<file path="src/rtl/load_unit_if.sv">
// Bus bundle for the load unit: request channel, SRAM read port and writeback channel.
// The slave modport is the load unit itself; master is the surrounding core/SRAM.
interface load_unit_if;
  logic        ld_valid;
  logic        ld_ready;
  logic [2:0]  ld_type;
  logic [31:0] Aluout;
  logic [4:0]  ld_dst;
  logic        data_sram_en;
  logic [31:0] data_sram_addr;
  logic [31:0] data_sram_rdata;
  logic        wb_valid;
  logic        wb_ready;
  logic [31:0] wb_data;
  logic [4:0]  wb_dst;
  logic        addr_err;

  modport slave (
    input  ld_valid, ld_type, Aluout, ld_dst, data_sram_rdata, wb_ready,
    output ld_ready, data_sram_en, data_sram_addr, wb_valid, wb_data, wb_dst, addr_err
  );

  modport master (
    output ld_valid, ld_type, Aluout, ld_dst, data_sram_rdata, wb_ready,
    input  ld_ready, data_sram_en, data_sram_addr, wb_valid, wb_data, wb_dst, addr_err
  );
endinterface

</file>
<file path="src/rtl/load_unit.sv">
// Single-outstanding load unit: issues one SRAM read per request, extracts and
// extends the addressed byte/half/word, and holds the result until consumed.
module load_unit (
  input  logic         clk,
  input  logic         reset,
  load_unit_if.slave   bus
);

  typedef enum logic [1:0] {IDLE, REQ, RESP, DONE} state_t;

  state_t      state, state_nxt;
  logic [28:0] addr_q;
  logic [2:0]  type_q;
  logic [4:0]  dst_q;
  logic [31:0] data_q;
  logic        err_q;
  logic        accept;
  logic        mis;

  function automatic logic misaligned(input logic [2:0] t, input logic [1:0] a);
    logic res;
    res = 1'b0;
    case (t)
      3'b000, 3'b001: res = 1'b0;
      3'b010, 3'b011: res = a[0];
      default:        res = (a != 2'b00);
    endcase
    return res;
  endfunction

  // Undefined type encodings fall through to the full-word case.
  function automatic logic [31:0] extend_load(input logic [2:0]  t,
                                              input logic [1:0]  a,
                                              input logic [31:0] rdata);
    logic signed [7:0]  b;
    logic signed [15:0] h;
    logic [31:0]        res;
    case (a)
      2'b00:   b = rdata[7:0];
      2'b01:   b = rdata[15:8];
      2'b10:   b = rdata[23:16];
      default: b = rdata[31:24];
    endcase
    h = a[1] ? rdata[31:16] : rdata[15:0];
    case (t)
      3'b000:  res = {{24{b[7]}}, b};
      3'b001:  res = {24'd0, b};
      3'b010:  res = {{16{h[15]}}, h};
      3'b011:  res = {16'd0, h};
      default: res = rdata;
    endcase
    return res;
  endfunction

  assign accept = bus.ld_valid && (state == IDLE);
  assign mis    = misaligned(bus.ld_type, bus.Aluout[1:0]);

  always_ff @(posedge clk) begin
    if (reset) state <= IDLE;
    else       state <= state_nxt;
  end

  always_comb begin
    state_nxt        = state;
    bus.ld_ready     = 1'b0;
    bus.data_sram_en = 1'b0;
    bus.wb_valid     = 1'b0;
    case (state)
      IDLE: begin
        bus.ld_ready = 1'b1;
        if (accept) state_nxt = mis ? DONE : REQ;
      end
      REQ: begin
        bus.data_sram_en = 1'b1;
        state_nxt        = RESP;
      end
      RESP: state_nxt = DONE;
      DONE: begin
        bus.wb_valid = 1'b1;
        if (bus.wb_ready) state_nxt = IDLE;
      end
      default: state_nxt = IDLE;
    endcase
  end

  // Request capture on accept; result capture at the end of the RESP cycle.
  always_ff @(posedge clk) begin
    if (reset) begin
      addr_q <= '0;
      type_q <= '0;
      dst_q  <= '0;
      data_q <= '0;
      err_q  <= 1'b0;
    end else begin
      if (accept) begin
        addr_q <= bus.Aluout[28:0];
        type_q <= bus.ld_type;
        dst_q  <= bus.ld_dst;
        data_q <= '0;
        err_q  <= mis;
      end
      if (state == RESP) begin
        data_q <= extend_load(type_q, addr_q[1:0], bus.data_sram_rdata);
        err_q  <= 1'b0;
      end
    end
  end

  assign bus.data_sram_addr = {3'b000, addr_q[28:2], 2'b00};
  assign bus.wb_data        = data_q;
  assign bus.wb_dst         = dst_q;
  assign bus.addr_err       = err_q;

endmodule

</file>
<file path="src/flat_wrapper.sv">
// flat-port wrapper written by rule: the top's interface ports become plain ports
module load_unit_flat 
  (clk, reset, bus_ld_valid, bus_ld_type, bus_Aluout, bus_ld_dst, bus_data_sram_rdata, bus_wb_ready, bus_ld_ready, bus_data_sram_en, bus_data_sram_addr, bus_wb_valid, bus_wb_data, bus_wb_dst, bus_addr_err);
  load_unit_if bus_i ();
  input  logic clk;
  input  logic reset;
  input wire logic [$bits(bus_i.ld_valid)-1:0] bus_ld_valid;
  input wire logic [$bits(bus_i.ld_type)-1:0] bus_ld_type;
  input wire logic [$bits(bus_i.Aluout)-1:0] bus_Aluout;
  input wire logic [$bits(bus_i.ld_dst)-1:0] bus_ld_dst;
  input wire logic [$bits(bus_i.data_sram_rdata)-1:0] bus_data_sram_rdata;
  input wire logic [$bits(bus_i.wb_ready)-1:0] bus_wb_ready;
  output wire logic [$bits(bus_i.ld_ready)-1:0] bus_ld_ready;
  output wire logic [$bits(bus_i.data_sram_en)-1:0] bus_data_sram_en;
  output wire logic [$bits(bus_i.data_sram_addr)-1:0] bus_data_sram_addr;
  output wire logic [$bits(bus_i.wb_valid)-1:0] bus_wb_valid;
  output wire logic [$bits(bus_i.wb_data)-1:0] bus_wb_data;
  output wire logic [$bits(bus_i.wb_dst)-1:0] bus_wb_dst;
  output wire logic [$bits(bus_i.addr_err)-1:0] bus_addr_err;
  assign bus_i.ld_valid = bus_ld_valid;
  assign bus_i.ld_type = bus_ld_type;
  assign bus_i.Aluout = bus_Aluout;
  assign bus_i.ld_dst = bus_ld_dst;
  assign bus_i.data_sram_rdata = bus_data_sram_rdata;
  assign bus_i.wb_ready = bus_wb_ready;
  assign bus_ld_ready = bus_i.ld_ready;
  assign bus_data_sram_en = bus_i.data_sram_en;
  assign bus_data_sram_addr = bus_i.data_sram_addr;
  assign bus_wb_valid = bus_i.wb_valid;
  assign bus_wb_data = bus_i.wb_data;
  assign bus_wb_dst = bus_i.wb_dst;
  assign bus_addr_err = bus_i.addr_err;
  load_unit u_core (.clk(clk), .reset(reset), .bus(bus_i));
endmodule
</file>
<file path="config.mk">
export PLATFORM = sky130hd
export DESIGN_NAME = load_unit_flat
export DESIGN_NICKNAME = d
export VERILOG_FILES = /design/src/rtl/load_unit_if.sv /design/src/rtl/load_unit.sv /design/src/flat_wrapper.sv
export SDC_FILE = /design/constraint.sdc
export NUM_CORES = 1
export LEC_CHECK = 0
export ABC_AREA = 1
export CORE_UTILIZATION = 39
export CTS_CLUSTER_DIAMETER = 120
export DETAILED_ROUTE_END_ITERATION = 8
export PLACE_DENSITY_LB_ADDON = 0.1
export SLEW_MARGIN = 20
export SYNTH_ARGS = -nofsm -noshare
export SYNTH_HDL_FRONTEND = slang
export SYNTH_SLANG_ARGS = --single-unit
</file>
<file path="constraint.sdc">
create_clock -name clk -period 1.5 [get_ports clk]
set_clock_uncertainty 0.05 [all_clocks]
set_input_delay 0.225 -clock clk [delete_from_list [all_inputs] [get_ports clk]]
set_output_delay 0.225 -clock clk [all_outputs]
set_load 0.01 [all_outputs]
</file>
==> results by group <==
Routing
  – Residual DRC: 0
  – DRT Pass-1 Iters: 4
  – Routed Antenna Nets: 0
  – Post-DR vias/cell: 4.79
  – DR iter-0 viols: 140
  – DRT Wirelength: 10,300 um
  – Via count: 3,599
  – Drt wl/cell: 13.7 um

Cells and area
  – Antenna diodes: 0
  – Final #Nets: 718
  – Area growth, synth to finish: 52.7%
  – Fin cells: 751
  – Proportion of layout cells with a drive suffix above 1: 0.204
  – Fillers: 813
  – Multi-input logic area: 1830 um^2
  – FF/Latch Area: 1450 um^2

Power
  – Combinational share of power: 0.508
  – Pwr per Cell Area: 1720 nW/um^2
  – Flop pwr share: 0.291
  – VDD IR max: 0.923 mV
  – P_sw: 3.68 mW
  – Switching Fraction: 0.394
  – Clk network pwr share: 0.201
  – Internal: 5.66 mW
  – Leak: 2.63 nW

Worst setup path
  – Delay-heaviest family, CP: simple AND/OR/NAND/NOR gates
  – Crit. End Element: register
  – Critical path arrival: 1740 ps
  – CP Launch Type: register
  – Crit-path max cell delay: 360 ps
  – Max FO, Critical Path: 8
  – Worst path slowest cell: dfxtp_2
  – Worst path buffer plus inverter count: 3
  – Cells along the critical path: inv_2 > ha_4 > nand2_4 > clkinv_4 > nor2_4 > clkbuf_16 > nand2_2 > a21oi_2
  – Worst setup path class: reg -> reg
  – Worst Path Required: 1730 ps

Floorplanning
  – Total die area: 9520 um^2
  – Core Footprint: 8760 um^2
  – Rows: 34
  – Initial Utilization: 0.407
  – Die Y: 97.6 um
  – Width of the chip: 97.6 um
  – IO Pins: 149

Yosys
  – Syn Inst Count: 515
  – Adder-Cell Fraction of Synth Area: 0.0140
  – Post-Synth XOR/XNOR Area: 0
  – Yosys cell types: 27
  – Largest family of logic cells by synthesized area: simple AND/OR/NAND/NOR gates
  – EDFF count, synth: 0
  – Fraction of registers with async set/reset: 0
  – Top_reg_cell synth: dfxtp_1
  – Simple-gate share of the synthesized area: 0.286
  – Yosys reg bits: 72
  – Share of synthesized area spent on multiplexers: 0
  – Sequential area share after synthesis: 0.404
  – Complex-gate fraction of the synthesized area: 0.158
  – Synth Warn #: 0
  – Post-synthesis cell area: 3560 um^2
  – Syn_area_per_cell: 6.92 um^2

Run status
  – Status: complete, but fails checks
  – Violated checks: negative setup slack

STA
  – Final Hold Viols: 0
  – Final period util: 1.00
  – Final setup fails: 2
  – TNS Setup: -8.19 ps
  – Final Worst Setup Slack: -4.82 ps
  – Min cycle time layout: 1500 ps
  – RSZ-0062 raised after global routing: yes
  – Final-report max-slew violation count: 0
  – Fin Hold WS: 410 ps
  – Fmax achieved: 665 MHz

Placement
  – Detailed placement HPWL: 7100 um
  – Gpl congestion: 0.843
  – Port buffer count: 140
  – Worst slack, placed: -195 ps
  – Placed insts: 725

Clock network
  – Clk slew on worst S/H paths: 80 ps
  – CTS tree: done
  – Hold Buf Count CTS: 0
  – CTS root buf: clkbuf_8
  – Clock Sinks: 72
  – H-tree depth: 3
  – Num CTS Buffers: 9
  – CTS Buffer Depth: 2
  – Clock insertion delay at the later pin of the skew report: 340 ps

Global route
  – Initial antenna violation count: 0
  – Pin count of the biggest net entering global routing: 40
  – GR Util All Layers: 0.208
  – Grt ovf: 0
  – First-pass GRT wire length: 16,200 um
  – Vias in the first global route: 3,558

Worst hold path
  – HP Class: reg -> reg

Run
  – Maxcap violations: 0
## repair_timing
action,4_1_cts,5_1_grt
buffers inserted,1,6
gates cloned,0,3
resized for setup,65,67
pin swaps,0,22
endpoints found under the setup margin,90,60
## per-layer routing
layer  share of wire  wire [um]  track usage
met1            0.42       4290        0.240
met2            0.47       4890        0.361
met3           0.087        897       0.0568
met4           0.023        236       0.0871
met5               0          0            0
## tightest hold or removal path, cell delays in order, from the launching register on
cell and delay (ps):
dfxtp_1 320, nand2_2 60, a21oi_2 40
## placed cells by master, fill, tap and decap left out, types with 3 or more instances in the layout
cell / synthesis / routed
clkinv_4: 0 / 3
inv_2: 2 / 3
dfxtp_2: 0 / 4
nand2_2: 14 / 31
inv_1: 20 / 18
dlygate4sd2_1: 0 / 55
clkdlybuf4s50_1: 0 / 72
dfxtp_1: 72 / 68
bufinv_16: 0 / 3
o211ai_1: 3 / 3
buf_12: 1 / 7
nor2_1: 102 / 101
nand2_4: 3 / 5
o21ai_1: 6 / 7
a21oi_2: 10 / 29
clkbuf_8: 0 / 9
buf_4: 32 / 19
nand3_1: 7 / 7
nand2_1: 120 / 100
o21ai_0: 42 / 41
dlymetal6s2s_1: 0 / 10
conb_1: 1 / 5
a21oi_1: 39 / 19
## cell type report
class,instances,area share
sequential,72,0.266
multi-input combinational,362,0.337
timing repair buffer,169,0.310
tap,108,0.0248
inverter,24,0.0182
clock buffer,9,0.0228
clock inverter,7,0.0221
## flip-flops by register name, summed over array words and instances (netlist names)
register             cells
u_core.bus.wb_data      32
u_core.addr_q           29
u_core.bus.wb_dst        5
u_core.type_q            3
u_core.state             2
u_core.bus.addr_err      1
## cells by family after synthesis
kind of cell,Yosys count
buffers and inverters,85
DFF,72
adders and majority gates,4
other,1
and+or+nand+nor,250
AOI/OAI and AO/OA,103
## path summary, 6_finish.rpt
path                          from                endpoint  slack [ps]  cells past startpoint
min          u_core.bus.wb_data[7]   u_core.bus.wb_data[7]         410                      2
max                u_core.state[1]  u_core.bus.wb_data[26]          -5                      8
min reg2reg  u_core.bus.wb_data[7]   u_core.bus.wb_data[7]         410                      2
max reg2reg        u_core.state[1]  u_core.bus.wb_data[26]          -5                      8
## cell usage after synthesis (2+ instances only)
| library cell | count | share of area |
|---|---|---|
| buf_6 | 2 | 0.0063 |
| nand2_1 | 120 | 0.13 |
| nor2_2 | 2 | 0.0035 |
| clkbuf_1 | 16 | 0.017 |
| a21oi_1 | 39 | 0.055 |
| nor2_1 | 102 | 0.11 |
| a21oi_2 | 10 | 0.025 |
| buf_2 | 10 | 0.014 |
| o211ai_1 | 3 | 0.0063 |
| ha_1 | 4 | 0.014 |
| dfxtp_1 | 72 | 0.40 |
| o21ai_0 | 42 | 0.059 |
| buf_4 | 32 | 0.067 |
| o21ai_1 | 6 | 0.0084 |
| nand3_1 | 7 | 0.0098 |
| nand2_2 | 14 | 0.025 |
| inv_1 | 20 | 0.021 |
| nand2_4 | 3 | 0.0095 |
| o22ai_1 | 2 | 0.0035 |
| inv_2 | 2 | 0.0021 |
## per-stage QoR
stage	power (mW)	area (um^2)	utilization
after CTS	8.74	5140	0.587
after global placement	7.04	4960	0.566
after detailed placement	7.11	4960	0.566
final	9.34	5440	0.621
after floorplan	5.52	3590	-
after global routing	10.0	5440	0.621
## power by group through the flow
stage          sequential, mW  combinational [mW]  clock, mW
2_1_floorplan            2.80                2.72          0
3_3_place_gp             2.73                4.32          0
6_report                 2.71                4.75       1.88
3_5_place_dp             2.74                4.37          0
5_1_grt                  2.79                5.21       2.01
4_1_cts                  2.69                4.13       1.92
Note: power is estimated with default switching activity, not from simulation.
